<file path="src/rtl/chart_sequencer.sv">
// chart_sequencer: walks a chart ROM from address 0 and offers one note event
// per entry after that entry's tick delay. Handles rests, end markers, pause,
// abort and a ready/valid handshake on the note output.
module chart_sequencer #(
    parameter logic [7:0] END_ADDR = 8'd255
) (
    input  logic        clk,
    input  logic        rst,
    input  logic        start,
    input  logic        stop,
    input  logic        pause,
    input  logic        tick,
    output logic [7:0]  rom_addr,
    input  logic [15:0] rom_data,
    output logic        note_valid,
    input  logic        note_ready,
    output logic [3:0]  note_lanes,
    output logic [7:0]  note_index,
    output logic        busy,
    output logic        done
);

    typedef enum logic [2:0] {
        S_IDLE,
        S_FETCH,
        S_WAIT,
        S_EMIT,
        S_DONE
    } state_t;

    state_t      state, state_nx;
    logic [7:0]  addr_nx;
    logic [7:0]  cnt, cnt_nx;
    logic [7:0]  dly, dly_nx;
    logic [3:0]  mask, mask_nx;
    logic        ent_end, ent_end_nx;
    logic        done_nx;
    logic        adv;
    logic        unused_bits;

    // Reserved entry bits and the latched end flag carry no behaviour.
    assign unused_bits = ^{rom_data[14:12], ent_end};

    // State and datapath registers; rst beats stop and start.
    always_ff @(posedge clk) begin
        if (rst) begin
            state    <= S_IDLE;
            rom_addr <= 8'd0;
            cnt      <= 8'd0;
            dly      <= 8'd0;
            mask     <= 4'd0;
            ent_end  <= 1'b0;
            done     <= 1'b0;
        end else begin
            state    <= state_nx;
            rom_addr <= addr_nx;
            cnt      <= cnt_nx;
            dly      <= dly_nx;
            mask     <= mask_nx;
            ent_end  <= ent_end_nx;
            done     <= done_nx;
        end
    end

    // Next-state logic: sequencing, tick counting, advance and abort.
    always_comb begin
        state_nx   = state;
        addr_nx    = rom_addr;
        cnt_nx     = cnt;
        dly_nx     = dly;
        mask_nx    = mask;
        ent_end_nx = ent_end;
        adv        = 1'b0;

        case (state)
            S_IDLE, S_DONE: begin
                if (start) begin
                    state_nx = S_FETCH;
                    addr_nx  = 8'd0;
                    cnt_nx   = 8'd0;
                end
            end
            S_FETCH: begin
                dly_nx     = rom_data[11:4];
                mask_nx    = rom_data[3:0];
                ent_end_nx = rom_data[15];
                if (rom_data[15])
                    state_nx = S_DONE;
                else if (rom_data[11:4] != 8'd0)
                    state_nx = S_WAIT;
                else if (rom_data[3:0] != 4'd0)
                    state_nx = S_EMIT;
                else
                    adv = 1'b1;   // zero-delay rest
            end
            S_WAIT: begin
                // Ticks under pause are dropped, not deferred.
                if (tick && !pause) begin
                    if (cnt + 8'd1 == dly) begin
                        if (mask != 4'd0)
                            state_nx = S_EMIT;
                        else
                            adv = 1'b1;
                    end else begin
                        cnt_nx = cnt + 8'd1;
                    end
                end
            end
            S_EMIT: begin
                if (note_ready)
                    adv = 1'b1;
            end
            default: state_nx = S_IDLE;
        endcase

        // Stop at the last address instead of wrapping to 0.
        if (adv) begin
            if (rom_addr == END_ADDR) begin
                state_nx = S_DONE;
            end else begin
                state_nx = S_FETCH;
                addr_nx  = rom_addr + 8'd1;
                cnt_nx   = 8'd0;
            end
        end

        if (stop) begin
            state_nx   = S_IDLE;
            addr_nx    = 8'd0;
            cnt_nx     = 8'd0;
            dly_nx     = 8'd0;
            mask_nx    = 4'd0;
            ent_end_nx = 1'b0;
        end

        done_nx = (state_nx == S_DONE) && (state != S_DONE);
    end

    assign note_valid = (state == S_EMIT);
    assign note_lanes = note_valid ? mask : 4'd0;
    assign note_index = note_valid ? rom_addr : 8'd0;
    assign busy       = (state == S_FETCH) || (state == S_WAIT) || (state == S_EMIT);

endmodule
</file>
<file path="config.mk">
export PLATFORM = sky130hd
export DESIGN_NAME = chart_sequencer
export DESIGN_NICKNAME = d
export VERILOG_FILES = /design/src/rtl/chart_sequencer.sv
export SDC_FILE = /design/constraint.sdc
export NUM_CORES = 1
export LEC_CHECK = 0
export BUFFER_PORTS_ARGS = -buffer_cell sky130_fd_sc_hd__buf_4
export CORE_MARGIN = 2
export CORE_UTILIZATION = 50
export DETAILED_ROUTE_END_ITERATION = 10
export PLACE_DENSITY = 0.81
export SKIP_LAST_GASP = 1
export SYNTH_ARGS = -nofsm -noshare
export SYNTH_HDL_FRONTEND = slang
export SYNTH_SLANG_ARGS = --single-unit
</file>
<file path="constraint.sdc">
create_clock -name clk -period 2.77 [get_ports clk]
set_clock_uncertainty 0.05 [all_clocks]
set_input_delay 0 -clock clk [delete_from_list [all_inputs] [get_ports clk]]
set_output_delay 0 -clock clk [all_outputs]
set_load 0.02 [all_outputs]
</file>
# == Word-level counts from Yosys, hierarchy flattened ==
# Index checks and enable logic that the tools add are counted.
# classes
add_sub_neg,2
n_eq_ne,8
mux,31
n_reduce_logical,11
# ops
op,n
8-bit two-way mux,10
3-bit two-way mux,10
"8-bit by 1-bit adder with 8-bit output, second input constant",2
8-bit case mux with 2 select lines,1
3-bit case mux with 4 select lines,1
8-bit equality test,1
"8-bit equality test, second input constant",1
4-bit nonzero test,2
8-bit nonzero test,1
1-bit two-way mux,7
"3-bit by 2-bit equality test with 1-bit output, second input constant",2
"3-bit equality test, second input constant",2
4-bit two-way mux,1
2-bit OR reduction,2
"3-bit by 1-bit equality test with 1-bit output, second input constant",1
3-bit zero test,1
"3-bit inequality test, second input constant",1
1-bit case mux with 3 select lines,1
1-bit logical AND,2
1-bit logical OR,2
1-bit zero test,1
# word_totals
reg_bits,32
in_bits,23
out_inout_bits,23
elab_cells,58

# == Logic depth before layout (Yosys ltp) ==
# Gate-level depths: netlist (run 1).
# depth
depth_word,9
depth_mapped,9
depth_no_buf,7

# == Worst setup path before layout (run 1) ==
# Ideal clock, no wire load.
# synth_timing
kind,reg-to-reg
from,register cnt[0]
to,register cnt[5]
setup_ns,0.076
arrival_time_ns,2.092
required_ns,2.644
path_slack_ns,0.553
stages_incl_launch_ff,8
path_buffers,0
period_less_slack_ns,2.217
cell_sequence,dfxtp_1 ha_1 nor2b_1 or3b_1 a21o_1 a41oi_4 or3b_1 a31oi_1
# synth_between
elab_chain_len,7
word_cells_on_any_way,10
cone_classes,add/sub: 1; eq/ne: 1; mux: 8
# synth_rtl
item,line_no,rtl
from (decl),33,"logic [7:0] cnt, cnt_nx;"
from (signal assigned),57,cnt <= cnt_nx;
8-bit by 1-bit adder with 8-bit output *,"99, 105",
8-bit equality test,99,if (cnt + 8'd1 == dly) begin
8-bit two-way mux,99,
8-bit two-way mux,98,if (tick && !pause) begin
8-bit case mux with 2 select lines,75,case (state)
8-bit two-way mux,118,if (rom_addr == END_ADDR) begin
8-bit two-way mux *,117,if (adv) begin
# Every way passes the cells marked *; elsewhere a longest branch is shown, timed or not.
# A chain may end at the register's enable or synchronous reset.

# == Worst setup path after layout (run 1) ==
# Ends and elaborated chain as after synthesis.

==> impl_metrics.ini, run 1 <==
[outcome]
status = finished clean

[synth]
synth.distinct_cells = 55
synthCells = 272
synth-simple-area-share_pct = 37.3
synthMuxAreaShare_pct = 0.535
synth_top_family_by_area = simple AND/OR/NAND/NOR gates
synth_nets = 297
ys_ff_latch = 32
synth-xor-area-share_pct = 3.74
synth_warnings = 0
yosysSeqAreaShare_pct = 30.4
syn_area_um2 = 2110
synthTopCellsByArea = dfxtp_1, nand2_1, and3_1
yosysTopAreaCell = dfxtp_1
synth-compound-area-share_pct = 22.9
synth.top_cell.area_share_pct = 30.4
syn_area_per_cell_um2 = 7.74
synth-adder-area-share_pct = 1.19

[global_route]
grt_max_degree = 22
grt_pass1_vias = 1947
grt_usage_pct = 25.7
antenna_found_initial = 0
grt-ovfl-total = 0
grt_pass1_wl_um = 9160

[setup_path]
end_kind = register
cp-start-kind = register
critPathMaxFanout = 9
cpMostUsedCell = nand3_2
slowest_delay_ps = 720
cp.required_ps = 2890
slowest_stage = or4_1
crit_chain = ha_1, nand3_1, o21ai_1, nand3_2, or4_1, nand3_2, a31oi_1
critPathKind = reg -> reg
crit_arrival_ps = 2660

[floorplanning]
ios = 46
start_util_pct = 52.3
design.core.area_um2 = 4030
die_height_um = 68.9
die_w_um = 68.9
die_area_um2 = 4750
rows = 23

[worst_hold_path]
min_path_type = in -> reg

[clocking]
cts-root-buf = clkbuf_8
htreeDepth = 2
cts_made_buffers = 5
postCtsSetupBuffers = 0
cts_tree = built
cts.path.max_buffers = 2
clk_pin_slew_ps = 70
clk_latency_ps = 280
cts.sinks = 32

[sta]
rsz0062_at_grt = no
hold_ws_ps = 39.0
relSlewSlack_pct = 44.4
setup_tns_ps = 0
fin_crit_sh_pct = 92.0
hold_viol_final = 0
worst_slack_ps = 222
period_minus_slack_ps = 2550
tightestPinTransition_ps = 832
fmax_ghz = 0.392
finalSetupViolations = 0
slew_violations = 0

[placed_design]
portBuffers = 42
gp_congestion = 0.879
pre_cts_slack_ps = 238
place_hpwl_um = 3970

[cells_and_area]
synthToLayoutAreaGrowth_pct = 26.2
nFillCells = 366
layout_common_cells = buf_4, nand2_1, dfxtp_1
ff_latch_area_um2 = 641
multi_input_area_um2 = 1390
nets = 349
diodes = 0
drive_gt1_share_pct = 23.7
layout_commonest_cell = buf_4

[route]
vias = 2256
drtIter0Drc = 171
drcViolationCount = 0
drt.antenna.violating_nets = 0
dr.pass1.iters = 4
wl_um = 5660
wire_per_inst_um = 15.1
viasPerCell = 6.02

[power]
peakVddDrop_uv = 298
p_leak_nw = 1.05
cellPowerDensity_nw_per_um2 = 350

[run]
maxCapViolCount = 0
## per-stage QoR
stage | cells | utilization, % | total power [mW] | area (µm²)
final | 375 | 66.0 | 0.931 | 2660
after global routing | 375 | 66.0 | 0.970 | 2660
after CTS | 375 | 65.7 | 0.936 | 2650
after detailed placement | 355 | 60.5 | 0.557 | 2440
after global placement | 355 | 60.5 | 0.555 | 2440
after floorplan | 272 | - | 0.519 | 2110
## sequential cells by signal (all words and copies together) (netlist names)
name,flops
done,1
dly,8
state,3
cnt,8
mask,4
rom_addr,8
## final cells by class
type / count / area share (%)
Clock buffer: 6 / 3.11
Multi-Input combinational cell: 226 / 52.4
Timing Repair Buffer: 58 / 17.5
Inverter: 1 / 0.141
Tap cell: 50 / 2.35
Clock inverter: 2 / 0.377
Sequential cell: 32 / 24.1
## logic make-up (layout without fill, tap and decap cells)
| family | Yosys count | count (layout) |
|---|---|---|
| fa+ha+maj | 2 | 2 |
| mux | 1 | 1 |
| compound gates | 73 | 73 |
| flops | 32 | 32 |
| simple gates | 141 | 141 |
| buf+inv | 14 | 67 |
| xor+xnor | 9 | 9 |
## timing repair
item | in CTS | in global routing
setup endpoints to repair | 0 | 1
resized for setup | 0 | 1
hold buffers | 12 | 0
endpoints found under the hold margin | 12 | 0
## where the power goes
| part | internal, mW | switching (mW) | leakage [nW] |
|---|---|---|---|
| Combinational | 0.0456 | 0.0500 | 0.744 |
| Clock | 0.198 | 0.169 | 0.0510 |
| Sequential | 0.464 | 0.00416 | 0.258 |
| Total | 0.707 | 0.223 | 1.05 |
## path summary, 6_finish.rpt
kind | start | endpoint | slack [ps] | cells after the start
setup / recovery | cnt[0] | cnt[5] | 220 | 7
hold / removal | rom_data[15] | state[1] | 40 | 4
setup reg to reg | cnt[0] | cnt[5] | 220 | 7
hold reg to reg | dly[3] | dly[3] | 420 | 2
## routing by layer
metal	track usage [%]	wire [µm]	share of wire (%)	vias to the layer above
li1	-	-	-	1106
met1	36.9	2540	45	1055
met2	39.9	2690	48	85
met3	4.22	361	6.4	10
met4	7.11	69	1.2	0
met5	0	0	0	-
## cells in the mapped netlist, drive strengths merged
master   n
ha       2
o21ba    1
clkbuf   5
a221oi   1
o2111a   1
o211ai   3
and2     3
buf      8
o21bai   1
a221o    1
o22a     1
or4      4
xor2     5
nor2b    6
nand2   43
nor2    14
a22o     1
a41oi    2
xnor2    4
o21ai   19
a21o     3
dfxtp   32
a21oi   25
nand2b   3
nor3b    4
and3    22
or2      3
and4     1
a31oi    5
o22ai    6
nor4     6
nor3     6
nand4    6
a211o    1
o211a    1
mux2     1
inv      1
o21a     1
nand3   15
or3      2
or3b     3
## worst max-delay path: cells and delay by family, from the launching register on
| kind | cells | cell delay, ps |
|---|---|---|
| AO/OA/AOI/OAI | 2 | 320 |
| adder cells (fa/ha/maj) | 1 | 270 |
| flip-flops | 1 | 420 |
| AND/OR/NAND/NOR | 4 | 1380 |
(Power assumes the default switching activity.)
==> run 2, diff against run 1 <==
Settings changed: GPL_ROUTABILITY_DRIVEN from default to 0.
Clock period 2.77 ns to 2.5 ns, I/O delays scaled along.
==> impl_metrics.ini, run 2 (same netlist as run 1, synthesis figures left out) <==
[floorplanning]
die_w_um = 68.9
ios = 46
rows = 23
design.core.area_um2 = 4030
die_area_um2 = 4750
start_util_pct = 52.3
die_height_um = 68.9

[power]
netSwitchingFraction_pct = 24.1
power_frac_comb_pct = 10.1
p_sw_uw = 250
p_leak_nw = 1.08
seq_power_share_pct = 49.9
intPower_uw = 788
total_power_mw = 1.04
peakVddDrop_uv = 335
cellPowerDensity_nw_per_um2 = 385
clkPwrFrac_pct = 40.0

[sta]
tightestPinTransition_ps = 762
rsz0062_at_grt = yes
finalSetupViolations = 0
hold_viol_final = 0
fin_crit_sh_pct = 97.0
fmax_ghz = 0.412
hold_ws_ps = 40.3
relSlewSlack_pct = 49.1
slew_violations = 0
period_minus_slack_ps = 2430

[cells_and_area]
largestRegisters = cnt: 8 flops, dly: 8 flops, rom_addr: 8 flops
diodes = 0
layout_common_cells = buf_4, nand2_1, dfxtp_1
ff_latch_area_um2 = 641
layout_commonest_cell = buf_4
nets = 355
multi_input_area_um2 = 1380
nFillCells = 346
synthToLayoutAreaGrowth_pct = 28.0
drive_gt1_share_pct = 24.8

[setup_path]
slowest_delay_ps = 640
crit_arrival_ps = 2540
cp.required_ps = 2620
r2r_cells = 7
critical-path-top-delay-family = simple AND/OR/NAND/NOR gates
slowest_stage = or4_1
cp-start-kind = register
crit_chain = ha_1, nand3_1, nor3b_2, o22ai_2, or4_1, nand3_2, a21oi_1
worst-path-buf-inv = 0
end_kind = register
critPathKind = reg -> reg
critPathMaxFanout = 9
crit_cells = 7

[clocking]
cts_made_buffers = 5
postCtsSetupBuffers = 0
cts-root-buf = clkbuf_8
cts-resized-gates = 0
htreeDepth = 2
clk_pin_slew_ps = 70
cts_tree = built
clk_latency_ps = 290
cts.path.max_buffers = 2
cts.sinks = 32

[route]
drcViolationCount = 0
vias = 2231
viasPerCell = 5.86
drtIter0Drc = 135
wire_per_inst_um = 14.5
dr.pass1.iters = 4
wl_um = 5510
drt.antenna.violating_nets = 0

[global_route]
grt_pass1_vias = 1970
grt_usage_pct = 24.9
grt_pass1_wl_um = 8760
antenna_found_initial = 0
grt_max_degree = 22
grt-ovfl-total = 0

[run]
maxCapViolCount = 0

[worst_hold_path]
hold_depth = 4
min_path_type = in -> reg

[outcome]
status = finished clean

[placed_design]
portBuffers = 42
place_hpwl_um = 4010
[run 2: cell count changes in the layout (fill, tap and decap cells not counted), sizes merged]
cell,previous run,this run
buf,46,52
clkbuf,6,7
clkinv,2,0
clkinvlp,0,1
[run 2: path summary, 6_finish.rpt]
check / start / endpoint / slack [ps]
max: cnt[0] / cnt[0] / 70
min: rom_data[15] / state[1] / 40
max reg2reg: cnt[0] / cnt[0] / 70
min reg2reg: mask[0] / mask[0] / 410
[run 2: timing repair]
item / in CTS / in global routing
setup endpoints to repair: 0 / 16
hold buffers: 12 / 0
endpoints found under the hold margin: 12 / 0
[run 2: area by class of cell]
type,count,area share (%)
Clock inverter,1,0.279
Sequential cell,32,23.8
Multi-Input combinational cell,226,51.3
Clock buffer,7,3.20
Tap cell,50,2.32
Inverter,1,0.139
Timing Repair Buffer,64,18.9
[run 2: routing by layer]
metal  up-vias  wire [µm]  global-route usage (%)
met1      1043       2400                    31.5
met5         -          0                       0
met2        69       2620                    41.2
met4         0         88                    9.07
li1       1111          -                       -
met3         8        394                    5.84
[run 2: power by group through the flow]
| stage | Combinational, mW | Clock [mW] | Sequential [mW] |
|---|---|---|---|
| 3_5_place_dp | 0.0881 | 0 | 0.529 |
| 5_1_grt | 0.114 | 0.445 | 0.518 |
| 2_1_floorplan | 0.0481 | 0 | 0.527 |
| 3_3_place_gp | 0.0872 | 0 | 0.529 |
| 6_report | 0.105 | 0.415 | 0.518 |
| 4_1_cts | 0.103 | 0.422 | 0.518 |
[run 2: stage by stage]
step | TNS (ps) | cell area [µm²] | std cells | util [%] | setup WS, ps
6_report | 0 | 2700 | 381 | 66.9 | 74.7
5_1_grt | -1060 | 2700 | 381 | 66.9 | -124
4_1_cts | 0 | 2700 | 381 | 66.9 | 71.1
3_5_place_dp | 0 | 2480 | 361 | 61.6 | 74.4
3_3_place_gp | 0 | 2480 | 361 | 61.6 | 146
2_1_floorplan | 0 | 2110 | 272 | - | 283
[run 2: worst reg2reg max path: stages (launching register included)]
cell and delay (ps):
dfxtp_1 410, ha_1 280, nand3_1 180, nor3b_2 270, o22ai_2 150, or4_1 650
nand3_2 260, a21oi_1 70
==> run 3, diff against run 2 <==
Settings changed: CORE_ASPECT_RATIO from default to 1.2.
==> impl_metrics.ini, run 3 (same netlist as run 1, synthesis figures left out) <==
[setup_path]
r2r-start = cnt[0]
reg2reg_slack_ps = 130
timing.rr.end = rom_addr[0]
crit_chain = ha_1, nand3_1, o21ai_2, nand3_2, or4_4, a21o_1, a21oi_2
critPathKind = reg -> reg
slowest_delay_ps = 640
cp-start-kind = register
cp.required_ps = 2670
end_kind = register
cp-endpoint = rom_addr[0]
startpoint = cnt[0]
r2r_cells = 7
crit_arrival_ps = 2540
slowest_stage = or4_4
critPathMaxFanout = 7

[run]
maxCapViolCount = 0

[floorplanning]
die_height_um = 75.1
design.core.area_um2 = 4000
die_w_um = 63.2
start_util_pct = 52.6
rows = 25
die_area_um2 = 4750
ios = 46

[route]
drtIter0Drc = 150
viasPerCell = 5.94
drcViolationCount = 0
vias = 2285
wl_um = 5760
wire_per_inst_um = 15.0
drt.antenna.violating_nets = 0
dr.pass1.iters = 4

[placed_design]
dp_cells = 365
portBuffers = 42
place_hpwl_um = 3980

[power]
p_sw_uw = 251
cellPowerDensity_nw_per_um2 = 382
intPower_uw = 791
seq_power_share_pct = 49.8
clkPwrFrac_pct = 39.8
p_leak_nw = 1.08
netSwitchingFraction_pct = 24.1
total_power_mw = 1.04
peakVddDrop_uv = 364
power_frac_comb_pct = 10.4

[global_route]
grt-ovfl-total = 0
grt_max_degree = 22
grt_usage_pct = 24.1
antenna_found_initial = 0
grt_pass1_vias = 1963
grt_pass1_wl_um = 9090

[sta]
fmax_ghz = 0.422
period_minus_slack_ps = 2370
hold_viol_final = 0
relSlewSlack_pct = 55.8
slew_violations = 0
finalSetupViolations = 0
tightestPinTransition_ps = 661
fin_crit_sh_pct = 94.8
setup_tns_ps = 0
rsz0062_at_grt = no

[cells_and_area]
layout_commonest_cell = buf_4
synthToLayoutAreaGrowth_pct = 29.6
stdcell_count = 385
largestRegisters = cnt: 8 flops, dly: 8 flops, rom_addr: 8 flops
drive_gt1_share_pct = 25.7
layout_common_cells = buf_4, nand2_1, dfxtp_1
diodes = 0
nFillCells = 352
nets = 355

[clocking]
cts.path.max_buffers = 2
clk_latency_ps = 280
cts-root-buf = clkbuf_8
clk_pin_slew_ps = 70
htreeDepth = 2
postCtsSetupBuffers = 0
cts.sinks = 32
cts_made_buffers = 5
cts_tree = built

[worst_hold_path]
min_path_type = in -> reg

[outcome]
status = finished clean
-- run 3: critical path, delay by kind of cell, from the launching register on --
kind	cells	cell delay, ps
compound gates	3	550
simple gates	3	1010
flops	1	420
fa+ha+maj	1	290
-- run 3: per-layer routing --
metal / global-route usage, % / share of wire (%)
met5: 0 / 0
met3: 3.44 / 5.6
met2: 42.6 / 50
met1: 31.2 / 43
met4: 7.00 / 1.3
-- run 3: power by group through the flow --
stage                     clock network (mW)  logic (mW)  registers (mW)
after floorplan                            0      0.0481           0.527
after global placement                     0      0.0886           0.529
after detailed placement                   0      0.0901           0.530
after CTS                              0.412       0.106           0.518
after global routing                   0.436       0.118           0.518
final                                  0.414       0.108           0.518
-- run 3: cell type report --
class | instances | area, µm² | area share (%)
Timing Repair Buffer | 64 | 510 | 18.7
Multi-Input combinational cell | 226 | 1420 | 51.9
Sequential cell | 32 | 641 | 23.5
Tap cell | 54 | 67.6 | 2.48
Inverter | 1 | 3.75 | 0.138
Clock buffer | 8 | 90.1 | 3.30
-- run 3: worst min path at each step --
stage	to	start	depth (start not counted)	slack, ps
detailed placement	mask[3]	rom_data[3]	3	210
global placement	dly[2]	rom_data[6]	3	210
CTS	state[1]	rom_data[15]	4	30
global route	state[1]	rom_data[15]	4	70
finish	state[1]	rom_data[15]	4	30
floorplan	mask[0]	rom_data[0]	2	90
-- run 3: per-stage QoR --
stage | utilization [%] | instance area [µm²] | hold WS, ps | worst slack (ps)
2_1_floorplan | - | 2110 | 86.0 | 283
3_3_place_gp | 62.1 | 2490 | 208 | 133
3_5_place_dp | 62.1 | 2490 | 215 | 74.3
4_1_cts | 67.5 | 2700 | 29.5 | 11.8
5_1_grt | 68.2 | 2730 | 67.4 | 0.157
6_report | 68.2 | 2730 | 30.9 | 130
-- run 3: what timing repair did --
| item | CTS | global route |
|---|---|---|
| pin swaps | 0 | 1 |
| hold buffers | 12 | 0 |
| setup endpoints to repair | 9 | 19 |
| gates resized for setup | 1 | 5 |
| endpoints found under the hold margin | 12 | 0 |
